<file path="src/rtl/signed_mult_8x8_ctrl_pkg.sv">
// Shared types and constants for the sequential signed 8x8 add-shift multiplier.
package mult_pkg;

    typedef enum logic [1:0] {
        IDLE  = 2'd0,
        ADD   = 2'd1,
        SHIFT = 2'd2,
        DONE  = 2'd3
    } state_t;

    localparam int OP_W   = 8;
    localparam int ADD_W  = 9;
    localparam int N_ITER = 8;
    localparam logic [2:0] LAST_ITER = 3'(N_ITER - 1);

    // One guard bit above the operand keeps -128 x -128 exact.
    function automatic logic [ADD_W-1:0] sext(input logic [OP_W-1:0] v);
        return {v[OP_W-1], v};
    endfunction

endpackage

</file>
<file path="src/rtl/lookahead_adder_9.sv">
// 9-bit adder built from three 3-bit carry-lookahead groups chained group to group.
module lookahead_adder_9 (
    input  logic [8:0] a,
    input  logic [8:0] b,
    input  logic       cin,
    output logic [8:0] sum,
    output logic       cout
);
    logic [8:0] p;
    logic [8:0] g;
    logic [9:0] c;

    assign p    = a ^ b;
    assign g    = a & b;
    assign c[0] = cin;

    genvar gi;
    generate
        for (gi = 0; gi < 3; gi++) begin : g_group
            localparam int B = gi * 3;
            assign c[B+1] = g[B] | (p[B] & c[B]);
            assign c[B+2] = g[B+1] | (p[B+1] & g[B]) | (p[B+1] & p[B] & c[B]);
            assign c[B+3] = g[B+2] | (p[B+2] & g[B+1]) | (p[B+2] & p[B+1] & g[B])
                          | (p[B+2] & p[B+1] & p[B] & c[B]);
        end
    endgenerate

    assign sum  = p ^ c[8:0];
    assign cout = c[9];
endmodule

</file>
<file path="src/rtl/signed_mult_8x8_ctrl_reg_unit.sv">
// X/A/B datapath registers: clear, parallel loads and the combined arithmetic right shift.
module reg_unit
    import mult_pkg::*;
(
    input  logic             clk,
    input  logic             srst,
    input  logic             clear_ax,
    input  logic             load_b,
    input  logic [OP_W-1:0]  b_in,
    input  logic             load_sum,
    input  logic [ADD_W-1:0] sum_in,
    input  logic             shift,
    output logic             x,
    output logic [OP_W-1:0]  a,
    output logic [OP_W-1:0]  b
);
    logic            x_reg;
    logic [OP_W-1:0] a_reg;
    logic [OP_W-1:0] b_reg;

    always_ff @(posedge clk) begin
        if (srst) begin
            x_reg <= 1'b0;
            a_reg <= '0;
            b_reg <= '0;
        end else begin
            if (clear_ax) begin
                x_reg <= 1'b0;
                a_reg <= '0;
            end else if (load_sum) begin
                x_reg <= sum_in[ADD_W-1];
                a_reg <= sum_in[OP_W-1:0];
            end else if (shift) begin
                a_reg <= {x_reg, a_reg[OP_W-1:1]};
            end

            // A[0] falls into the top of B so {A,B} forms the growing product.
            if (load_b) begin
                b_reg <= b_in;
            end else if (shift) begin
                b_reg <= {a_reg[0], b_reg[OP_W-1:1]};
            end
        end
    end

    assign x = x_reg;
    assign a = a_reg;
    assign b = b_reg;
endmodule

</file>
<file path="src/rtl/signed_mult_8x8_ctrl.sv">
// Sequential signed 8x8 add-shift multiplier; product in {Aval,Bval} with X as sign.
// Build option MULT_SKIP_ZERO_EN: skip the ADD cycle whenever the next B[0] is 0.
module signed_mult_8x8_ctrl (
    input  logic       Clk,
    input  logic       Reset,
    input  logic       Run,
    input  logic       ClearA_LoadB,
    input  logic [7:0] Switches,
    output logic [7:0] Aval,
    output logic [7:0] Bval,
    output logic       X,
    output logic       Done
);
    import mult_pkg::*;

    state_t          state_reg;
    logic [2:0]      cnt_reg;
    logic [OP_W-1:0] s_reg;
    logic            done_reg;

    logic             clear_ax;
    logic             load_b;
    logic             load_sum;
    logic             shift;
    logic             is_last;
    logic [ADD_W-1:0] add_a;
    logic [ADD_W-1:0] add_b;
    logic             add_cin;
    logic [ADD_W-1:0] sum;
    logic             cout_unused;

    always_comb begin
        clear_ax = 1'b0;
        load_b   = 1'b0;
        load_sum = 1'b0;
        shift    = 1'b0;
        unique case (state_reg)
            IDLE: begin
                clear_ax = ClearA_LoadB | Run;
                load_b   = ClearA_LoadB;
            end
            ADD:     load_sum = Bval[0];
            SHIFT:   shift    = 1'b1;
            default: ;
        endcase
    end

    // The final partial product carries the multiplier's sign weight, so subtract it.
    assign is_last = (cnt_reg == LAST_ITER);
    assign add_a   = sext(Aval);
    assign add_b   = is_last ? ~sext(s_reg) : sext(s_reg);
    assign add_cin = is_last;

    lookahead_adder_9 u_adder (
        .a    (add_a),
        .b    (add_b),
        .cin  (add_cin),
        .sum  (sum),
        .cout (cout_unused)
    );

    reg_unit u_regs (
        .clk      (Clk),
        .srst     (Reset),
        .clear_ax (clear_ax),
        .load_b   (load_b),
        .b_in     (Switches),
        .load_sum (load_sum),
        .sum_in   (sum),
        .shift    (shift),
        .x        (X),
        .a        (Aval),
        .b        (Bval)
    );

    always_ff @(posedge Clk) begin
        if (Reset) begin
            state_reg <= IDLE;
            cnt_reg   <= 3'd0;
            s_reg     <= '0;
            done_reg  <= 1'b0;
        end else begin
            unique case (state_reg)
                IDLE: begin
                    if (!ClearA_LoadB && Run) begin
                        s_reg   <= Switches;
                        cnt_reg <= 3'd0;
`ifdef MULT_SKIP_ZERO_EN
                        state_reg <= Bval[0] ? ADD : SHIFT;
`else
                        state_reg <= ADD;
`endif
                    end
                end
                ADD: state_reg <= SHIFT;
                SHIFT: begin
                    cnt_reg <= cnt_reg + 3'd1;
                    if (is_last) begin
                        state_reg <= DONE;
                        done_reg  <= 1'b1;
                    end else begin
`ifdef MULT_SKIP_ZERO_EN
                        // Bval[1] becomes B[0] once this shift lands.
                        state_reg <= Bval[1] ? ADD : SHIFT;
`else
                        state_reg <= ADD;
`endif
                    end
                end
                DONE: begin
                    if (!Run) begin
                        state_reg <= IDLE;
                        done_reg  <= 1'b0;
                    end
                end
                default: state_reg <= IDLE;
            endcase
        end
    end

    assign Done = done_reg;
endmodule

</file>
<file path="config.mk">
export PLATFORM = sky130hd
export DESIGN_NAME = signed_mult_8x8_ctrl
export DESIGN_NICKNAME = d
export VERILOG_FILES = /design/src/rtl/signed_mult_8x8_ctrl_pkg.sv /design/src/rtl/lookahead_adder_9.sv /design/src/rtl/signed_mult_8x8_ctrl_reg_unit.sv /design/src/rtl/signed_mult_8x8_ctrl.sv
export SDC_FILE = /design/constraint.sdc
export NUM_CORES = 1
export LEC_CHECK = 0
export ABC_CLOCK_PERIOD_IN_PS = 4100
export CORE_MARGIN = 2
export CORE_UTILIZATION = 30
export DETAILED_ROUTE_END_ITERATION = 7
export DONT_BUFFER_PORTS = 1
export GPL_ROUTABILITY_DRIVEN = 0
export GPL_TIMING_DRIVEN = 1
export HOLD_SLACK_MARGIN = 0.12
export SYNTH_ARGS = -nofsm -noshare
export SYNTH_HDL_FRONTEND = slang
export SYNTH_HIERARCHICAL = 1
export SYNTH_SLANG_ARGS = --single-unit
</file>
<file path="constraint.sdc">
create_clock -name Clk -period 4.1 [get_ports Clk]
set_input_delay 0.41 -clock Clk [delete_from_list [all_inputs] [get_ports Clk]]
set_output_delay 0.41 -clock Clk [all_outputs]
set_load 0.03 [all_outputs]
</file>
Word-level counts from Yosys, hierarchy flattened
Cells that the tools add are included.

Register bits after elaboration: 31. Input bits: 12. Output and inout port bits: 18. Logic and storage cells: 87.

$add $sub $neg: 1. Equality and inequality tests: 7. Multiplexer cells: 18. Bitwise operators: 42. Reduce and logical (&&, ||, !) cells: 12.

Operators by type and width (number): $mux 8 (4); $and 1x1->1 (22); $xor 9x9->9 (2); $or 1x1->1 (16); $mux 9 (1); $not 9->9 (1); $and 8x8->8 (1); $pmux 2 s4 (1); $reduce_bool 2->1 (4); $mux 1 (6); $mux 2 (3); $ne 2x2->1 const B (3); $pmux 3 s2 (1); $reduce_and 2->1 (3); $eq 2x2->1 const B (2); $add 3x1->3 const B (1); $eq 3x3->1 const B (1); $mux 3 (1); $reduce_and 3->1 (1); $eq 2x1->1 const B (1); $logic_not 2->1 (1); $pmux 1 s2 (1); $reduce_or 2->1 (1); $logic_and 1x1->1 (1); $logic_not 1->1 (1).

Longest topological paths before layout
Gate-level depths: netlist (run 1).

Depth in word-level cells: 13. Gate-level depth with buffers: 12. Gate-level depth less buffers: 11.

Modules after synthesis
Netlist (run 1), hierarchy kept.

By module, submodules not included: reg_unit (times used 1, cells each 73, area an instance 822.0 um^2, sequential area each 340.3 um^2); signed_mult_8x8_ctrl (times used 1, cells each 83, area an instance 690.7 um^2, sequential area each 280.3 um^2); lookahead_adder_9 (times used 1, cells each 51, area an instance 431.7 um^2, sequential area each 0.0 um^2).

Worst setup path before layout (run 1)
Ideal clock, no wire load.

Kind: flip-flop to flip-flop. Start: register cnt_reg[0]. End: register u_regs.a_reg[6], in the netlist u_regs/a[6]. Arrival time: 2.813 ns. Required time: 3.984 ns. Setup slack: 1.171 ns. Cell stages (with the launch flop): 13. Path buffers: 1. Clock period less this slack: 2.929 ns. Cells stage by stage: dfxtp_1 ha_1 ha_1 clkbuf_1 xor2_1 ha_1 nand2_2 o32ai_4 nor3_1 fa_1 inv_1 nand2b_1 o211a_1.

Elaborated cells between the ends (all ways): 22. Classes of those cells: 1 x eq/ne; 2 x mux; 19 x bitwise.

RTL lines: from (decl) (RTL line signed_mult_8x8_ctrl.sv:17) `logic [2:0] cnt_reg;`; from (signal assigned) (RTL line signed_mult_8x8_ctrl.sv:97) `cnt_reg <= cnt_reg + 3'd1;`; $eq 3x3->1 * (RTL line signed_mult_8x8_ctrl.sv:49) `assign is_last = (cnt_reg == LAST_ITER);`; net add_cin (RTL line signed_mult_8x8_ctrl.sv:28) `logic add_cin;`; $mux 9 * (RTL line signed_mult_8x8_ctrl.sv:51) `assign add_b = is_last ? ~sext(s_reg) : sext(s_reg);`; net add_b[3] (RTL line signed_mult_8x8_ctrl.sv:27) `logic [ADD_W-1:0] add_b;`; $and 8x8->8 / $xor 9x9->9 (equally long branches) (RTL line lookahead_adder_9.sv:14, lookahead_adder_9.sv:13); $and 1x1->1 (on tied branches) (RTL line lookahead_adder_9.sv:23, lookahead_adder_9.sv:24); $or 1x1->1 / $and 1x1->1 (equally long branches) (RTL line lookahead_adder_9.sv:23, lookahead_adder_9.sv:24); $or 1x1->1 * (RTL line lookahead_adder_9.sv:24) `| (p[B+2] & p[B+1] & p[B] & c[B]);`; $xor 9x9->9 * (RTL line lookahead_adder_9.sv:28) `assign sum = p ^ c[8:0];`; net sum[6] (RTL line signed_mult_8x8_ctrl.sv:29) `logic [ADD_W-1:0] sum;`; $mux 8 * (RTL line signed_mult_8x8_ctrl_reg_unit.sv:30) `end else if (load_sum) begin`; to (signal assigned) (RTL line signed_mult_8x8_ctrl_reg_unit.sv:32) `a_reg <= sum_in[OP_W-1:0];`; to (signal assigned) (RTL line signed_mult_8x8_ctrl_reg_unit.sv:34) `a_reg <= {x_reg, a_reg[OP_W-1:1]};`; to (decl) (RTL line signed_mult_8x8_ctrl_reg_unit.sv:18) `logic [OP_W-1:0] a_reg;`.

The timed path passes the listed nets; every way through them passes the cells marked *. A chain may end at the register's enable or synchronous reset.

Worst setup path after layout (run 1)
Start: register cnt_reg[0]. End: register u_regs.a_reg[6], in the netlist u_regs/a[6].

Longest elaborated chain between the ends: 11. Elaborated cells between the ends (all ways): 22. Classes of those cells: 1 x eq/ne; 2 x mux; 19 x bitwise.

RTL lines: $eq 3x3->1 * (RTL line signed_mult_8x8_ctrl.sv:49); net add_cin (RTL line signed_mult_8x8_ctrl.sv:28); $mux 9 * (RTL line signed_mult_8x8_ctrl.sv:51); net add_b[1] (RTL line signed_mult_8x8_ctrl.sv:27); $and 8x8->8 / $xor 9x9->9 (equally long branches) (RTL line lookahead_adder_9.sv:14, lookahead_adder_9.sv:13); $and 1x1->1 (on tied branches) (RTL line lookahead_adder_9.sv:23, lookahead_adder_9.sv:24); $or 1x1->1, or another cell as far along (RTL line lookahead_adder_9.sv:23) `assign c[B+3] = g[B+2] | (p[B+2] & g[B+1]) | (p[B+2] & p[B+1] & g[B])`; $or 1x1->1 / $and 1x1->1 (equally long branches) (RTL line lookahead_adder_9.sv:23, lookahead_adder_9.sv:24); $or 1x1->1 * (RTL line lookahead_adder_9.sv:24); $and 1x1->1 * (RTL line lookahead_adder_9.sv:24); $or 1x1->1 * (RTL line lookahead_adder_9.sv:24); $xor 9x9->9 * (RTL line lookahead_adder_9.sv:28); net sum[6] (RTL line signed_mult_8x8_ctrl.sv:29); $mux 8 * (RTL line signed_mult_8x8_ctrl_reg_unit.sv:30).

Marks and branches as above.

==> impl_metrics.csv, run 1 <==
group,metric,value,unit
run_status,status,"completed",
route,vias_per_cell,5.00,
cts,cts_num_sinks,31,
global_routing,antenna_found_initial,0,
power_and_ir_drop,p_per_area,326,nW/um2
sta,setup_viol_count_final,0,
critical_path,reg2reg_depth,11,
sta,fin_setup_tns,0,ns
cells_and_area,diodes,0,
die,fp.dieH,84.3,um
cts,cts_tree,"built",
global_routing,grt_max_degree,25,
critical_path,crit_path_end_kind,"register",
hold_path,hold_end,"cnt_reg[2]$_SDFFE_PP0P_",
sta,timing.fmax,327,MHz
hold_path,worstHoldStart,"Reset",
critical_path,r2r_start,"cnt_reg[0]$_SDFFE_PP0P_",
global_routing,overflow,0,
yosys,postSynthCellCount,205,
cts,clk_path_buf_depth,2,
hold_path,hp-class,"in2reg",
cts,cts_resized,0,
sta,holdWs,0.189,ns
yosys,synthesis.area,1930,um2
placement,place_hpwl,2870,um
route,drt_iter0_markers,35,
route,finalWirelength,3900,um
die,initial_core_util,0.308,
die,die_area,7110,um2
global_routing,grt_pass1_wl,6800,um
sta,period_minus_slack,3.06,ns
route,wl_per_cell,13.8,um
placement,placed_area,1960,um2
sta,fin_crit_sh,0.747,
die,ios,30,
cts,cts_root_buf,"clkbuf_8",
cts,clock_latency,0.28,ns
cells_and_area,drive_gt1_frac,0.117,
power_and_ir_drop,ir_drop,213,uV
placement,io_buffers,0,
critical_path,path_class,"reg2reg",
die,die_x,84.3,um
sta,slew_headroom,0.244,
sta,worst_slew_pin_slew,1.13,ns
cells_and_area,fin_nets,231,
global_routing,grt_pass1_vias,1392,
cells_and_area,syn_to_final_growth,6.47,%
cells_and_area,final_core_util,0.328,
die,fp-row-count,29,
yosys,postSynthAreaPerCell,9.44,um2
sta,hold_viol,0,
global_routing,grtUsageTotal,0.118,
run,cap_violations,0,
route,dr.pass1.iters,4,
cts,cts.htree.levels,2,
route,drc,0,
route,vias,1410,
die,fp.coreArea,6280,um2
sta,rsz0062_at_grt,"false",
cts,cts_setup_buffers,0,
critical_path,critPathMaxFanout,12,
sta,final_max_slew_viol_count,0,
cells_and_area,stdcell_area,2060,um2
route,postRouteAntennaNets,0,
cts,path_clk_slew,0.07,ns
hold_path,hold_depth,1,
cts,postCtsHoldBufs,0,
critical_path,crit_arrival,3.24,ns
cells_and_area,n_fill_cell,659,
yosys,syn_nets,232,
critical_path,cp.required,4.28,ns
critical_path,reg2reg_to,"u_regs/a[6]$_SDFFE_PP0P_",
yosys,synth_warnings,6,
critical_path,reg2reg_slack,1.04,ns
sta,skew,0.00618,ns
cts,numCtsBuffers,5,
power_and_ir_drop,p_leak,0.957,nW
critical_path,critPathLaunchType,"register",
metal layers:
metal,track usage,vias up,share of wire
met1,0.156,663,0.49
met2,0.180,29,0.44
met5,0,-,0
li1,-,714,-
met3,0.0442,4,0.066
met4,0.0352,0,0.011
stage by stage:
step                      power [mW]  instances  setup WS (ns)
after floorplan                0.403        205           1.19
after global placement         0.410        274           1.10
after detailed placement       0.411        274           1.01
after CTS                      0.679        282          0.991
after global routing           0.702        282          0.774
final                          0.672        282           1.04
worst max path at each step:
stage | startpoint | endpoint | slack (ns)
finish | cnt_reg[0]$_SDFFE_PP0P_ | u_regs/a[6]$_SDFFE_PP0P_ | 1.04
global route | cnt_reg[0]$_SDFFE_PP0P_ | u_regs/a[7]$_SDFFE_PP0P_ | 0.77
CTS | cnt_reg[0]$_SDFFE_PP0P_ | u_regs/a[6]$_SDFFE_PP0P_ | 0.99
detailed placement | cnt_reg[0]$_SDFFE_PP0P_ | u_regs/a[7]$_SDFFE_PP0P_ | 1.01
global placement | cnt_reg[0]$_SDFFE_PP0P_ | u_regs/a[6]$_SDFFE_PP0P_ | 1.10
floorplan | cnt_reg[0]$_SDFFE_PP0P_ | u_regs/a[6]$_SDFFE_PP0P_ | 1.19
layout make-up:
cell class,count,area (um2),area share
multi-input combinational,152,1190,0.576
sequential,31,621,0.301
clock buffer,8,100,0.0486
tap,77,96.3,0.0468
inverter,13,48.8,0.0237
timing repair buffer,1,7.51,0.00365
power breakdown:
group	internal, mW	total [mW]	switching [mW]
registers	0.314	0.341	0.0273
logic	0.0290	0.0625	0.0335
clock network	0.153	0.268	0.115
total	0.496	0.672	0.176
worst max-delay path, cell delays in order (launching register included):
cell,delay (ns)
dfxtp_1,0.35
ha_1,0.18
ha_1,0.50
xor2_1,0.15
ha_1,0.38
a21oi_1,0.14
o32ai_4,0.34
nor3_1,0.10
fa_1,0.49
inv_1,0.03
nand2b_1,0.12
o211a_1,0.16
cell usage in the layout, fill, tap and decap left out, types with 2 or more instances in the layout:
cell / count
nor3_2: 2
inv_1: 13
o211a_1: 8
xnor2_1: 3
ha_1: 12
mux2_2: 6
nand3_1: 7
mux2_4: 2
nor3_1: 4
nor2b_1: 8
nor2_1: 5
nand2b_1: 9
nand2_1: 21
a211oi_1: 9
dfxtp_1: 31
clkbuf_8: 7
xor2_1: 9
a21oi_1: 16
a21o_1: 2
fa_1: 3
mux2i_1: 9
Power figures use the tool's default switching activity.
==> run 2: changes to the inputs <==
--- a/config.mk
+++ b/config.mk
@@ -5,7 +5,7 @@
 export SDC_FILE = /design/constraint.sdc
 export NUM_CORES = 1
 export LEC_CHECK = 0
-export ABC_CLOCK_PERIOD_IN_PS = 4100
+export ABC_CLOCK_PERIOD_IN_PS = 3000
 export CORE_MARGIN = 2
 export CORE_UTILIZATION = 30
 export DETAILED_ROUTE_END_ITERATION = 7
==> constraint.sdc (replaced) <==
create_clock -name Clk -period 3 [get_ports Clk]
set_input_delay 0.3 -clock Clk [delete_from_list [all_inputs] [get_ports Clk]]
set_output_delay 0.3 -clock Clk [all_outputs]
set_load 0.03 [all_outputs]
==> run 2 against run 1 <==
  * Flip-flop and latch count stayed put
  * Maximum frequency is 11% higher
  * First-iteration DRC count is 29% higher
  * Global-route usage is 0.55 points higher
  * Sequential share of layout area is 1.2 points lower
  * Combinational power is 48% higher
  * Hold slack worse by 0.049 ns
  * Wire length is 2.2% higher
  * Clock skew is 0.0025 ns lower
==> impl_metrics.csv, run 2 (same netlist as run 1, synthesis figures left out) <==
group,metric,value,unit
run_status,status,"completed",
global_routing,overflow,0,
power_and_ir_drop,p_leak,0.990,nW
critical_path,crit_path_end_kind,"register",
hold_path,hold_depth,2,
sta,fin_setup_tns,0,ns
sta,rsz0062_at_grt,"false",
cts,cts_tree,"built",
route,vias,1397,
run,cap_violations,0,
cells_and_area,n_fill_cell,653,
sta,slew_headroom,0.413,
cts,cts_num_sinks,31,
die,initial_core_util,0.308,
critical_path,cp.required,3.18,ns
die,die_area,7110,um2
critical_path,crit_arrival,2.93,ns
sta,fin_crit_sh,0.916,
die,fp-row-count,29,
cts,cts_root_buf,"clkbuf_8",
critical_path,critPathLaunchType,"register",
cells_and_area,syn_to_final_growth,10.9,%
cts,clock_latency,0.29,ns
power_and_ir_drop,p_per_area,493,nW/um2
sta,final_max_slew_viol_count,0,
global_routing,grt_max_degree,24,
route,drt_iter0_markers,45,
route,dr.pass1.iters,4,
critical_path,r2r_start,"cnt_reg[0]$_SDFFE_PP0P_",
hold_path,worstHoldStart,"Switches[3]",
critical_path,reg2reg_to,"u_regs/a[7]$_SDFFE_PP0P_",
route,vias_per_cell,4.88,
cts,clk_path_buf_depth,2,
placement,dp_slack,0.0575,ns
critical_path,path_class,"reg2reg",
sta,timing.fmax,364,MHz
cts,cts.htree.levels,2,
cells_and_area,final_cell_mix,"dfxtp_1, nand2_1, a21oi_1",
hold_path,hold_end,"s_reg[3]$_SDFFE_PP0P_",
global_routing,grtUsageTotal,0.123,
cells_and_area,fin_nets,235,
global_routing,grt_pass1_wl,7020,um
route,drc,0,
sta,worst_slack,0.253,ns
sta,worst_slew_pin_slew,0.878,ns
hold_path,hp-class,"in2reg",
placement,place_hpwl,2910,um
die,die_x,84.3,um
cells_and_area,drive_gt1_frac,0.144,
cts,path_clk_slew,0.07,ns
sta,hold_viol,0,
cells_and_area,final_common_cell,"dfxtp_1",
critical_path,reg2reg_depth,11,
power_and_ir_drop,ir_drop,334,uV
sta,skew,0.00371,ns
placement,io_buffers,0,
route,finalWirelength,3980,um
critical_path,critPathMaxFanout,9,
global_routing,grt_pass1_vias,1390,
route,wl_per_cell,13.9,um
sta,period_minus_slack,2.75,ns
die,fp.dieH,84.3,um
critical_path,reg2reg_slack,0.25,ns
global_routing,antenna_found_initial,0,
route,postRouteAntennaNets,0,
die,fp.coreArea,6280,um2
cells_and_area,diodes,0,
sta,setup_viol_count_final,0,
die,ios,30,
cts,numCtsBuffers,5,
run 2: repair_timing:
| item | CTS | global route |
|---|---|---|
| hold endpoints to repair | 23 | 0 |
| hold buffers | 1 | 0 |
| endpoints found under the setup margin | 0 | 3 |
| gates resized for setup | 0 | 4 |
| setup buffers | 0 | 0 |
run 2: cell type report:
type	count	area (um2)	share of cell area
multi-input combinational	152	1210	0.562
sequential	31	621	0.289
tap	77	96.3	0.0449
clock buffer	6	72.6	0.0338
clock inverter	2	60.1	0.0280
inverter	13	48.8	0.0228
timing repair buffer	5	40.0	0.0187
run 2: per-layer routing:
metal | vias up | wire length (um) | GRT usage
met2 | 35 | 1700 | 0.179
met1 | 635 | 1960 | 0.170
li1 | 720 | - | -
met5 | - | 0 | 0
met4 | 0 | 73 | 0.0484
met3 | 7 | 254 | 0.0393
run 2: power by group:
group / internal [mW] / total [mW] / switching [mW] / leakage (nW)
Sequential: 0.429 / 0.466 / 0.0374 / 0.253
Combinational: 0.0410 / 0.0923 / 0.0513 / 0.672
Clock: 0.332 / 0.498 / 0.166 / 0.0654
Total: 0.802 / 1.06 / 0.255 / 0.990
run 2: critical path, stage by stage, from the launching register on:
cell and delay [ns]:
dfxtp_1 0.32, ha_1 0.24, ha_4 0.22, xor2_1 0.17, ha_1 0.38, nand2_2 0.11, o32ai_4 0.35, nor3_1 0.11
fa_1 0.38, xnor2_1 0.13, nand2b_1 0.13, o211a_1 0.12
run 2: worst max-delay path by stage:
stage / startpoint / endpoint / slack, ns / cells past startpoint
floorplan: cnt_reg[0]$_SDFFE_PP0P_ / u_regs/a[6]$_SDFFE_PP0P_ / 0.09 / 12
global placement: cnt_reg[0]$_SDFFE_PP0P_ / u_regs/a[6]$_SDFFE_PP0P_ / 0.12 / 11
detailed placement: cnt_reg[0]$_SDFFE_PP0P_ / u_regs/a[6]$_SDFFE_PP0P_ / 0.06 / 11
CTS: cnt_reg[0]$_SDFFE_PP0P_ / u_regs/a[6]$_SDFFE_PP0P_ / 0.04 / 11
global route: cnt_reg[0]$_SDFFE_PP0P_ / u_regs/a[6]$_SDFFE_PP0P_ / 0.05 / 11
finish: cnt_reg[0]$_SDFFE_PP0P_ / u_regs/a[7]$_SDFFE_PP0P_ / 0.25 / 11
run 2: stage by stage:
stage / util / total power, mW / std cells / cell area (um2) / hold WS, ns
6_report: 0.342 / 1.06 / 286 / 2140 / 0.140
2_1_floorplan: - / 0.551 / 205 / 1930 / 0.369
5_1_grt: 0.342 / 1.10 / 286 / 2140 / 0.141
4_1_cts: 0.338 / 1.07 / 286 / 2120 / 0.134
3_3_place_gp: 0.316 / 0.561 / 277 / 1980 / 0.373
3_5_place_dp: 0.316 / 0.562 / 277 / 1980 / 0.373
